### src/rtl/uart_tx_fifo_if.sv
// uart_tx_fifo_if: host-side queue port of the UART transmitter.
//   tx_data     byte to queue (host -> tx)
//   tx_wr       write strobe; accepted when tx_full=0 (host -> tx)
//   tx_full     FIFO is full (tx -> host)
//   tx_busy     FIFO non-empty or a frame in flight (tx -> host)
//   tx_overflow sticky rejected-write flag (tx -> host)
interface uart_tx_fifo_if;
    logic [7:0] tx_data;
    logic       tx_wr;
    logic       tx_full;
    logic       tx_busy;
    logic       tx_overflow;
    modport master(output tx_data, tx_wr, input tx_full, tx_busy, tx_overflow);
    modport slave(input tx_data, tx_wr, output tx_full, tx_busy, tx_overflow);
endinterface

### src/rtl/uart_tx_fifo.sv
// uart_tx_fifo: FIFO-buffered 8N1 UART transmitter, LSB first, frames sent back to back.
//   clk     system clock, rising edge
//   reset   asynchronous active-high reset
//   ck_en   bit-rate strobe shared with uart_rx; CK_PER_BIT pulses per serial bit
//   bus     slave side of uart_tx_fifo_if (tx_data/tx_wr in; tx_full/tx_busy/tx_overflow out)
//   tx_pin  registered serial output, idle high
module uart_tx_fifo #(
    parameter int CK_PER_BIT = 16,
    parameter int FIFO_AW    = 4
) (
    input  logic           clk,
    input  logic           reset,
    input  logic           ck_en,
    uart_tx_fifo_if.slave  bus,
    output logic           tx_pin
);
    localparam int DEPTH = 1 << FIFO_AW;

    typedef enum logic [1:0] {IDLE, START, DATA, STOP} state_t;

    state_t             state;
    logic [7:0]         mem [DEPTH];
    logic [FIFO_AW-1:0] wr_ptr, rd_ptr;
    logic [FIFO_AW:0]   count;
    logic [7:0]         bit_cnt;
    logic [2:0]         idx;
    logic [7:0]         shift_reg;
    logic               busy, overflow;
    logic               full, wr_ok, bit_done, pop;

    // Full is taken from the pre-pop count so a write racing a pop is still rejected.
    assign full     = count == (FIFO_AW+1)'(DEPTH);
    assign wr_ok    = bus.tx_wr & ~full;
    assign bit_done = bit_cnt == 8'(CK_PER_BIT - 1);
    // Pops only happen on ck_en, so every frame starts aligned to the bit-rate strobe.
    assign pop      = ck_en & (count != '0) & ((state == IDLE) | ((state == STOP) & bit_done));

    assign bus.tx_full     = full;
    assign bus.tx_busy     = busy;
    assign bus.tx_overflow = overflow;

    always_ff @(posedge clk)
        if (wr_ok) mem[wr_ptr] <= bus.tx_data;

    always_ff @(posedge clk or posedge reset) begin
        if (reset) begin
            wr_ptr    <= '0;
            rd_ptr    <= '0;
            count     <= '0;
            overflow  <= 1'b0;
            busy      <= 1'b0;
            state     <= IDLE;
            bit_cnt   <= '0;
            idx       <= '0;
            shift_reg <= '0;
            tx_pin    <= 1'b1;
        end else begin
            if (wr_ok) wr_ptr <= wr_ptr + 1'b1;
            if (pop) rd_ptr <= rd_ptr + 1'b1;
            count <= count + (FIFO_AW+1)'(wr_ok) - (FIFO_AW+1)'(pop);
            if (bus.tx_wr && full) overflow <= 1'b1;
            busy <= (state != IDLE) | (count != '0);
            if (ck_en) begin
                case (state)
                    IDLE: begin
                        if (pop) begin
                            shift_reg <= mem[rd_ptr];
                            tx_pin    <= 1'b0;
                            bit_cnt   <= '0;
                            state     <= START;
                        end
                    end
                    START: begin
                        bit_cnt <= bit_done ? '0 : bit_cnt + 8'd1;
                        if (bit_done) begin
                            idx    <= '0;
                            tx_pin <= shift_reg[0];
                            state  <= DATA;
                        end
                    end
                    DATA: begin
                        bit_cnt <= bit_done ? '0 : bit_cnt + 8'd1;
                        if (bit_done && idx == 3'd7) begin
                            tx_pin <= 1'b1;
                            state  <= STOP;
                        end else if (bit_done) begin
                            idx       <= idx + 3'd1;
                            shift_reg <= shift_reg >> 1;
                            tx_pin    <= shift_reg[1];
                        end
                    end
                    default: begin
                        bit_cnt <= bit_done ? '0 : bit_cnt + 8'd1;
                        // Chain straight into the next start bit when more bytes are queued.
                        if (pop) begin
                            shift_reg <= mem[rd_ptr];
                            tx_pin    <= 1'b0;
                            state     <= START;
                        end else if (bit_done) begin
                            state <= IDLE;
                        end
                    end
                endcase
            end
        end
    end
endmodule
### src/flat_wrapper.sv
// flat-port wrapper written by rule: the top's interface ports become plain ports
module uart_tx_fifo_flat 
#(
    parameter int CK_PER_BIT = 16,
    parameter int FIFO_AW    = 4
)
  (clk, reset, ck_en, tx_pin, bus_tx_data, bus_tx_wr, bus_tx_full, bus_tx_busy, bus_tx_overflow);
  uart_tx_fifo_if bus_i ();
  input  logic clk;
  input  logic reset;
  input  logic ck_en;
  output logic tx_pin;
  input wire logic [$bits(bus_i.tx_data)-1:0] bus_tx_data;
  input wire logic [$bits(bus_i.tx_wr)-1:0] bus_tx_wr;
  output wire logic [$bits(bus_i.tx_full)-1:0] bus_tx_full;
  output wire logic [$bits(bus_i.tx_busy)-1:0] bus_tx_busy;
  output wire logic [$bits(bus_i.tx_overflow)-1:0] bus_tx_overflow;
  assign bus_i.tx_data = bus_tx_data;
  assign bus_i.tx_wr = bus_tx_wr;
  assign bus_tx_full = bus_i.tx_full;
  assign bus_tx_busy = bus_i.tx_busy;
  assign bus_tx_overflow = bus_i.tx_overflow;
  uart_tx_fifo #(.CK_PER_BIT(CK_PER_BIT), .FIFO_AW(FIFO_AW)) u_core (.clk(clk), .reset(reset), .ck_en(ck_en), .bus(bus_i), .tx_pin(tx_pin));
endmodule
### config.mk
export PLATFORM = sky130hd
export DESIGN_NAME = uart_tx_fifo_flat
export DESIGN_NICKNAME = d
export VERILOG_FILES = /design/src/rtl/uart_tx_fifo_if.sv /design/src/rtl/uart_tx_fifo.sv /design/src/flat_wrapper.sv
export SDC_FILE = /design/constraint.sdc
export NUM_CORES = 1
export LEC_CHECK = 0
export CORE_MARGIN = 4
export CORE_UTILIZATION = 55
export CTS_BUF_LIST = sky130_fd_sc_hd__clkbuf_8 sky130_fd_sc_hd__clkbuf_16
export DETAILED_ROUTE_END_ITERATION = 10
export GPL_TIMING_DRIVEN = 0
export PLACE_DENSITY = 0.73
export SETUP_SLACK_MARGIN = 0.3
export SLEW_MARGIN = 20
export SYNTH_ARGS = -nofsm -noshare
export SYNTH_HDL_FRONTEND = slang
export SYNTH_SLANG_ARGS = --single-unit
export TNS_END_PERCENT = 30
### constraint.sdc
create_clock -name clk -period 4.9 [get_ports clk]
set_input_delay 0.98 -clock clk [delete_from_list [all_inputs] [get_ports clk]]
set_output_delay 0.98 -clock clk [all_outputs]
set_load 0.005 [all_outputs]
* Yosys cells after proc, flatten, opt, wreduce, memory -nomap -nowiden
Memory sizes are Yosys's and may differ from the RTL's.
Cells that the tools add are included.
** Storage, ports and cells
- Flip-flop bits (word level) :: 37
- Bits in latches :: 0
- RAM bits :: 128
- Memory bits (read-only) :: 0
- Input port bits :: 12
- Output and inout port bits :: 4
- Word-level logic and storage cells :: 75
- Memories :: 1
** Memory list
- u_core.mem :: depth 16, bits a word 8, rd ports 1, clocked after Yosys merged registers in 0, wr ports 1, RTL line uart_tx_fifo.sv:22 : logic [7:0] mem [DEPTH];
** Operators by class
- Add/subtract/negate cells :: 6
- Multiply operators :: 0
- Div/mod/pow operators :: 0
- Order comparisons :: 0
- Eq/ne operators :: 12
- Shifts and indexed selects :: 0
- Muxes and demuxes :: 24
- Bitwise gates (word level) :: 8
- Reductions and logical operators :: 14
** Operators with widths (number)
- 2-to-1 mux 8 bit :: 6
- case mux 8 bit (2 select lines) :: 1
- AND reduction 5 bit :: 3
- 2-to-1 mux 2 bit :: 5
- 2-to-1 mux 3 bit :: 3
- adder 4 x 1 -> 4 bit (second input constant) :: 2
- adder 8 x 1 -> 8 bit (second input constant) :: 1
- equality test 8 x 4 -> 1 bit (second input constant) :: 1
- != test 2 x 1 -> 1 bit (second input constant) :: 4
- 2-to-1 mux 1 bit :: 6
- case mux 2 bit (3 select lines) :: 1
- case mux 3 bit (2 select lines) :: 1
- nonzero test 2 bit :: 3
- nonzero test 3 bit :: 2
- adder 5 x 1 -> 5 bit :: 1
- equality test 5 bit (second input constant) :: 1
- nonzero test 5 bit :: 1
- subtractor 5 x 1 -> 5 bit :: 1
- AND 1 bit :: 4
- equality test 2 bit (second input constant) :: 2
- AND reduction 4 bit :: 1
- adder 3 x 1 -> 3 bit (second input constant) :: 1
- equality test 3 bit (second input constant) :: 1
- != test 3 x 1 -> 1 bit (second input constant) :: 1
- other kinds (8) :: 11

* Longest topological paths before layout
Gate-level depths: netlist of run 1.
- Depth after elaboration :: 6
- Depth in mapped cells :: 14
- Mapped depth without buffers :: 14

* Least setup slack after synthesis of run 1
OpenSTA, ideal clock, no wires.
- Path type :: input to register
- Start point :: input port ck_en
- End point :: register u_core.count[4]
- Setup time :: 0.123 ns
- Data arrival time :: 2.726 ns
- Required time :: 4.777 ns
- Path slack :: 2.051 ns
- Cell stages on the path :: 12
- Path buffers :: 1
- Cell sequence :: clkbuf_1 -> and2_4 -> nand2_1 -> inv_1 -> ha_1 -> inv_1 -> ha_1 -> fa_1 -> a21oi_1 -> nor2_1 -> nor2_1 -> xnor2_1
** On the way
- Cells in the longest elaborated chain, start to end :: 3
** RTL lines
- from (decl) :: RTL line flat_wrapper.sv:11 : input logic ck_en;
- AND 1 bit (2 in a row) :: RTL line uart_tx_fifo.sv:36 : assign pop = ck_en & (count != '0) & ((state == IDLE) | ((state == STOP) & bit_done));
- named net u_core.pop :: RTL line uart_tx_fifo.sv:29 : logic full, wr_ok, bit_done, pop;
- subtractor 5 x 1 -> 5 bit :: RTL line uart_tx_fifo.sv:60 : count <= count + (FIFO_AW+1)'(wr_ok) - (FIFO_AW+1)'(pop);
- to (signal assigned) :: RTL line uart_tx_fifo.sv:60
- to (decl) :: RTL line uart_tx_fifo.sv:24 : logic [FIFO_AW:0] count;
The timed path passes the listed nets, and every way through them passes these cells.
A chain may end at the register's enable or synchronous reset.

* Worst setup path in the final report of run 1
Same ends and word-level chain as after synthesis.

==> metrics.cfg, run 1 <==
[run_status]
status = completed

[timing]
fin_ws_ns = 1.53
timing_hold_violations_final = 0
min_period_ns = 3.37
tns_ns = 0
tightest_slew_ns = 0.827
maxSlewHeadroom = 0.446
fin_worst_skew_ns = 0.00751
rsz0062_at_grt = no
drv_slew = 0
period_share = 0.688
max_freq_ghz = 0.297
finalSetupViolCount = 0

[cts]
clk_latency_ns = 0.42
cts_resized = 0
cts_made_buffers = 17
clockBufferDepth = 2
h-tree-depth = 4
post_cts_buffers = 0
cts_tree = built
cts_root_buf = clkbuf_16
clk_pin_slew_ns = 0.06
hold_buffers = 0
cts.sinks = 165

[power]
leakage_nw = 3.00
max-vdd-ir-drop_uv = 367
p_per_area_nw_per_um2 = 605

[global_routing]
grt_pass1_vias = 4033
grt.overflow.total = 0
antenna_found_initial = 0
grt_util_all_layers = 0.203
grt_max_degree = 30
grt_pass1_wl_um = 21900

[layout]
largest_reg_flops = 128
fill_cells = 905
num_antenna_cells = 0
drive_gt1_frac = 0.151
area_delta_synth_final_pct = 14.4
stdcell_count = 676
layout.nets = 522
multi_input_area_um2 = 2110
ff_latch_area_um2 = 4770

[min_path]
min_delay_path_depth = 1
hold_class = flip-flop to flip-flop

[yosys]
ys_ff_latch = 165
synthesis.instances = 456
synthAdderAreaFrac = 0.0347
ys_seq_area_frac = 0.676
syn-cell-area_um2 = 7060
syn_avg_cell_area_um2 = 15.5
synthArstFlopShare = 0.224
syn_nets = 487
synth_top_family_by_area = multiplexers
synth_edf_count = 128
yosysWarnings = 0
yosysUniqueCellTypes = 51
synth_simple_gate_area_frac = 0.0636
synth-main-ff-cell = edfxtp_1
synth_xor_area_frac = 0.0124
muxShareOfSynthArea = 0.111
synth_compound_area_frac = 0.0739

[route]
vias = 3933
highest_layer = met4
drtIter0Drc = 375
drc = 0
wl_met1_um = 5820
final_antenna_net_count = 0
vias_per_cell = 5.82
wl_per_cell_um = 20.3
routed_wl_um = 13700
wl_met3_um = 826
met2_length_um = 6930
first_pass_iters = 5

[worst_setup_path]
ff2ff_path_depth = 14
crit_type = input port to flip-flop
crit_arrival_ns = 3.72
critPathSlowestCell = clkdlybuf4s50_1
cp-end-kind = flip-flop
cp-start-kind = input port
crit_path_cell_trace = clkdlybuf4s50_1, clkbuf_1, and2_4, nand2_1, inv_1, ha_1, inv_1, ha_1, fa_1, a21oi_1, nor2_1, nor2_1, xnor2_1
required_ns = 5.25
max_stage_delay_ns = 0.51
critPathMaxFanout = 10

[die]
fp.dieArea_um2 = 14700
start_util = 0.560
die_w_um = 121
die_h_um = 121
rows = 41
core_um2 = 12600
io_pins = 16

[place]
io_buffers = 15
dp_hpwl_um = 9090
pre_cts_ws_ns = 1.12
dp_cells = 644
gp_congestion = 0.812

[job]
drv_cap = 0

[metrics by stage]
step,cell area [um^2],hold WS (ns),power (mW),util
6_report,8080,0.454,4.89,0.640
5_1_grt,8080,0.498,5.16,0.640
4_1_cts,8080,0.462,4.91,0.640
3_5_place_dp,7470,0.448,3.53,0.592
3_3_place_gp,7430,0.437,3.46,0.589
2_1_floorplan,7060,0.451,3.07,-
[cells in the mapped netlist (all sizes together), types with 2 or more instances]
master / count / area (um^2)
nor3: 5 / 25.0
ha: 18 / 225
mux2i: 38 / 380
a21oi: 7 / 35.0
nand2: 23 / 86.3
and2: 3 / 21.3
nor3b: 2 / 15.0
buf: 18 / 115
a211oi: 2 / 15.0
mux4: 16 / 360
a221oi: 16 / 140
dfrtp: 36 / 901
xnor2: 8 / 70.1
a22o: 8 / 70.1
a21o: 3 / 22.5
inv: 18 / 67.6
mux2: 4 / 45.0
nor2b: 4 / 25.0
nand3: 11 / 55.1
a22oi: 9 / 81.3
nor2: 35 / 134
nor4b: 2 / 17.5
nand2b: 3 / 18.8
xor2: 2 / 17.5
o21ai: 17 / 88.8
edfxtp: 128 / 3840
clkbuf: 5 / 18.8
[area by class of cell]
class	instances	area share
plain buffers	23	0.0166
clock buffers	17	0.0526
clock inverters	15	0.0232
inverters	18	0.00836
multi-input cells	250	0.261
flip-flops and latches	165	0.590
well taps	172	0.0266
repair buffers	16	0.0211
[per-layer routing]
layer	up-vias	global-route usage
li1	1818	-
met1	1969	0.271
met2	130	0.327
met3	16	0.0513
met4	0	0.0700
met5	-	0
[where the power goes]
part           internal (mW)  switching, mW  leakage, nW
Clock                  0.846          0.521        0.299
Combinational          0.688          0.949         1.09
Sequential              1.77          0.120         1.61
[worst paths after layout]
path	startpoint	end	slack [ns]
max in group asynchronous	reset	u_core.tx_pin$_DFFE_PP1P_	3.63
hold reg to reg	u_core.bus.tx_overflow$_DFFE_PP0P_	u_core.bus.tx_overflow$_DFFE_PP0P_	0.45
setup reg to reg	u_core.count[3]$_DFF_PP0_	u_core.count[4]$_DFF_PP0_	1.79
setup / recovery	ck_en	u_core.count[4]$_DFF_PP0_	1.53
min in group asynchronous	reset	u_core.count[4]$_DFF_PP0_	0.79
hold / removal	u_core.bus.tx_overflow$_DFFE_PP0P_	u_core.bus.tx_overflow$_DFFE_PP0P_	0.45
[critical path: cells and delay by family]
family,cells,cell delay (ns)
and+or+nand+nor,4,0.51
adders and majority gates,3,0.79
buffers and inverters,4,1.15
xor gates and xnor gates,1,0.12
AOI/OAI and AO/OA,1,0.14
[cells by family after synthesis]
group | count (synthesis)
compound gates | 69
xor+xnor | 10
fa+ha+maj | 19
buf+inv | 41
flops | 165
mux | 58
simple gates | 94
[cell usage in the layout, fill, tap and decap left out, types with 5 or more instances in the layout]
cell,instances
a21oi_1,7
a221oi_1,16
a22o_1,8
a22oi_1,8
buf_2,8
clkbuf_1,5
clkbuf_16,17
clkdlybuf4s50_1,15
dfrtp_1,36
edfxtp_1,128
ha_1,18
inv_1,18
mux2i_1,38
mux4_2,16
nand2_1,23
nand3_1,11
nor2_1,34
o21ai_0,16
xnor2_1,8
(Power assumes the default switching activity.)
==> inputs of run 2 (changes only) <==
- PLACE_DENSITY: 0.73 -> 0.76
- clock period: 4.9 -> 3.05 ns (I/O delays scaled with it)
==> metrics.cfg, run 2 (synthesized netlist as in run 1, its figures left out) <==
[worst_setup_path]
crit_type = flip-flop to flip-flop  ; was input port to flip-flop
ff2ff_path_depth = 14  ; unchanged
crit_arrival_ns = 3.15  ; was 3.72 ns
critPathMaxFanout = 5  ; was 10
cp-start-kind = flip-flop  ; was input port
cp-end-kind = flip-flop  ; unchanged
required_ns = 3.40  ; was 5.25 ns

[layout]
layout.nets = 529  ; was 522
fill_cells = 877  ; was 905
num_antenna_cells = 0  ; unchanged
largest_reg_flops = 128  ; unchanged
multi_input_area_um2 = 2180  ; was 2110 um^2
ff_latch_area_um2 = 4770  ; unchanged
layout_commonest_cell = edfxtp_1  ; unchanged
design_area_um2 = 8190  ; was 8080 um^2
drive_gt1_frac = 0.192  ; was 0.151
area_delta_synth_final_pct = 16.0  ; was 14.4%
mostFrequentLayoutCells = edfxtp_1 (128), mux2i_1 (38), dfrtp_1 (36)  ; unchanged
stdcell_count = 683  ; was 676
final_core_util = 0.649  ; was 0.640

[timing]
rsz0062_at_grt = yes  ; was no
fin_worst_skew_ns = 0.00768  ; was 0.00751 ns
period_share = 0.920
maxSlewHeadroom = 0.485  ; was 0.446
max_freq_ghz = 0.356
timing_hold_violations_final = 0  ; unchanged
drv_slew = 0  ; unchanged
finalSetupViolCount = 0  ; unchanged
whs_ns = 0.380  ; was 0.454 ns
tightest_slew_ns = 0.770  ; was 0.827 ns
min_period_ns = 2.81

[place]
place_area_um2 = 7460  ; was 7470 um^2
dp_cells = 644  ; unchanged
dp_hpwl_um = 9160  ; was 9090 um
gp_congestion = 0.845  ; was 0.812
io_buffers = 15  ; unchanged

[min_path]
hold_class = input port to async pin  ; was flip-flop to flip-flop

[route]
vias_per_cell = 5.82  ; about the same
drc = 0  ; unchanged
final_antenna_net_count = 0  ; unchanged
vias = 3977  ; was 3,933
routed_wl_um = 14200  ; was 13,700 um
first_pass_iters = 5  ; unchanged
drtIter0Drc = 444  ; was 375
wl_per_cell_um = 20.7  ; was 20.3 um

[cts]
cts.sinks = 165  ; unchanged
hold_buffers = 0  ; unchanged
h-tree-depth = 4  ; unchanged
clockBufferDepth = 2  ; unchanged
cts_root_buf = clkbuf_16  ; unchanged
cts_tree = built  ; unchanged
clk_latency_ns = 0.42  ; about the same
cts_made_buffers = 17  ; unchanged
clk_pin_slew_ns = 0.07  ; was 0.06 ns

[job]
drv_cap = 0  ; unchanged

[global_routing]
grt.overflow.total = 0  ; unchanged
met1_usage = 0.268  ; was 0.271
grt-busiest-layer = met2  ; unchanged
grt_use_met3 = 0.0517  ; was 0.0513
grt_pass1_wl_um = 22200  ; was 21,900 um
grt_pass1_vias = 4034  ; was 4,033
grt_max_degree = 34  ; was 30
antenna_found_initial = 0  ; unchanged
grt_util_met2 = 0.332  ; was 0.327
grt_util_all_layers = 0.205  ; was 0.203

[run_status]
status = completed  ; unchanged

[power]
power.total_mw = 7.97  ; was 4.89 mW
p_per_area_nw_per_um2 = 973  ; was 605 nW/um^2
leakage_nw = 3.02  ; was 3.00 nW
max-vdd-ir-drop_uv = 545  ; was 367 uV

[die]
core_um2 = 12600  ; unchanged
fp.dieArea_um2 = 14700  ; unchanged
rows = 41  ; unchanged
die_w_um = 121  ; unchanged
start_util = 0.560  ; unchanged
io_pins = 16  ; unchanged
die_h_um = 121  ; unchanged

[run 2: timing repair]
action / in CTS / in global routing
gates resized for setup: 5 / 15
buffers inserted: 0 / 7
pin swaps: 0 / 4
setup endpoints to repair: 28 / 120
[run 2: through the flow]
step                setup TNS (ns)  setup WS, ns
global route                     0         0.126
floorplan                        0         0.342
detailed placement           -4.47        -0.304
finish                           0         0.243
CTS                              0         0.114
global placement             -3.70        -0.231
[run 2: path summary, 6_finish.rpt]
| kind | start | to | slack, ns |
|---|---|---|---|
| min reg2reg | u_core.tx_pin$_DFFE_PP1P_ | u_core.tx_pin$_DFFE_PP1P_ | 0.49 |
| max | u_core.count[2]$_DFF_PP0_ | u_core.count[4]$_DFF_PP0_ | 0.24 |
| max reg2reg | u_core.count[2]$_DFF_PP0_ | u_core.count[4]$_DFF_PP0_ | 0.24 |
| min in group clk | u_core.tx_pin$_DFFE_PP1P_ | u_core.tx_pin$_DFFE_PP1P_ | 0.49 |
| min | reset | u_core.wr_ptr[0]$_DFFE_PP0P_ | 0.38 |
| max in group asynchronous | reset | u_core.tx_pin$_DFFE_PP1P_ | 2.20 |
[run 2: power breakdown]
group	switching (mW)	internal, mW
registers	0.207	2.84
logic	1.59	1.20
clock network	0.915	1.23
[run 2: final cells by class]
type | instances | share of cell area
clock inverters | 15 | 0.0211
plain buffers | 23 | 0.0163
well taps | 172 | 0.0263
repair buffers | 23 | 0.0272
multi-input cells | 250 | 0.266
inverters | 18 | 0.00855
clock buffers | 17 | 0.0519
flip-flops and latches | 165 | 0.582
[run 2: layer usage]
metal,vias to the layer above,wire length (um)
met3,19,858
li1,1833,-
met5,-,0
met1,2009,5820
met4,0,273
met2,116,7220
[run 2: worst max-delay path: stages (launching register included)]
cell and delay [ns]:
dfrtp_1 0.40, inv_2 0.09, ha_4 0.14, or4b_4 0.47, and2_4 0.19, nand2_4 0.08, inv_4 0.06, ha_4 0.25
inv_1 0.06, ha_4 0.17, fa_2 0.37, a21oi_2 0.14, nor2_1 0.06, nor2_1 0.12, xnor2_1 0.13
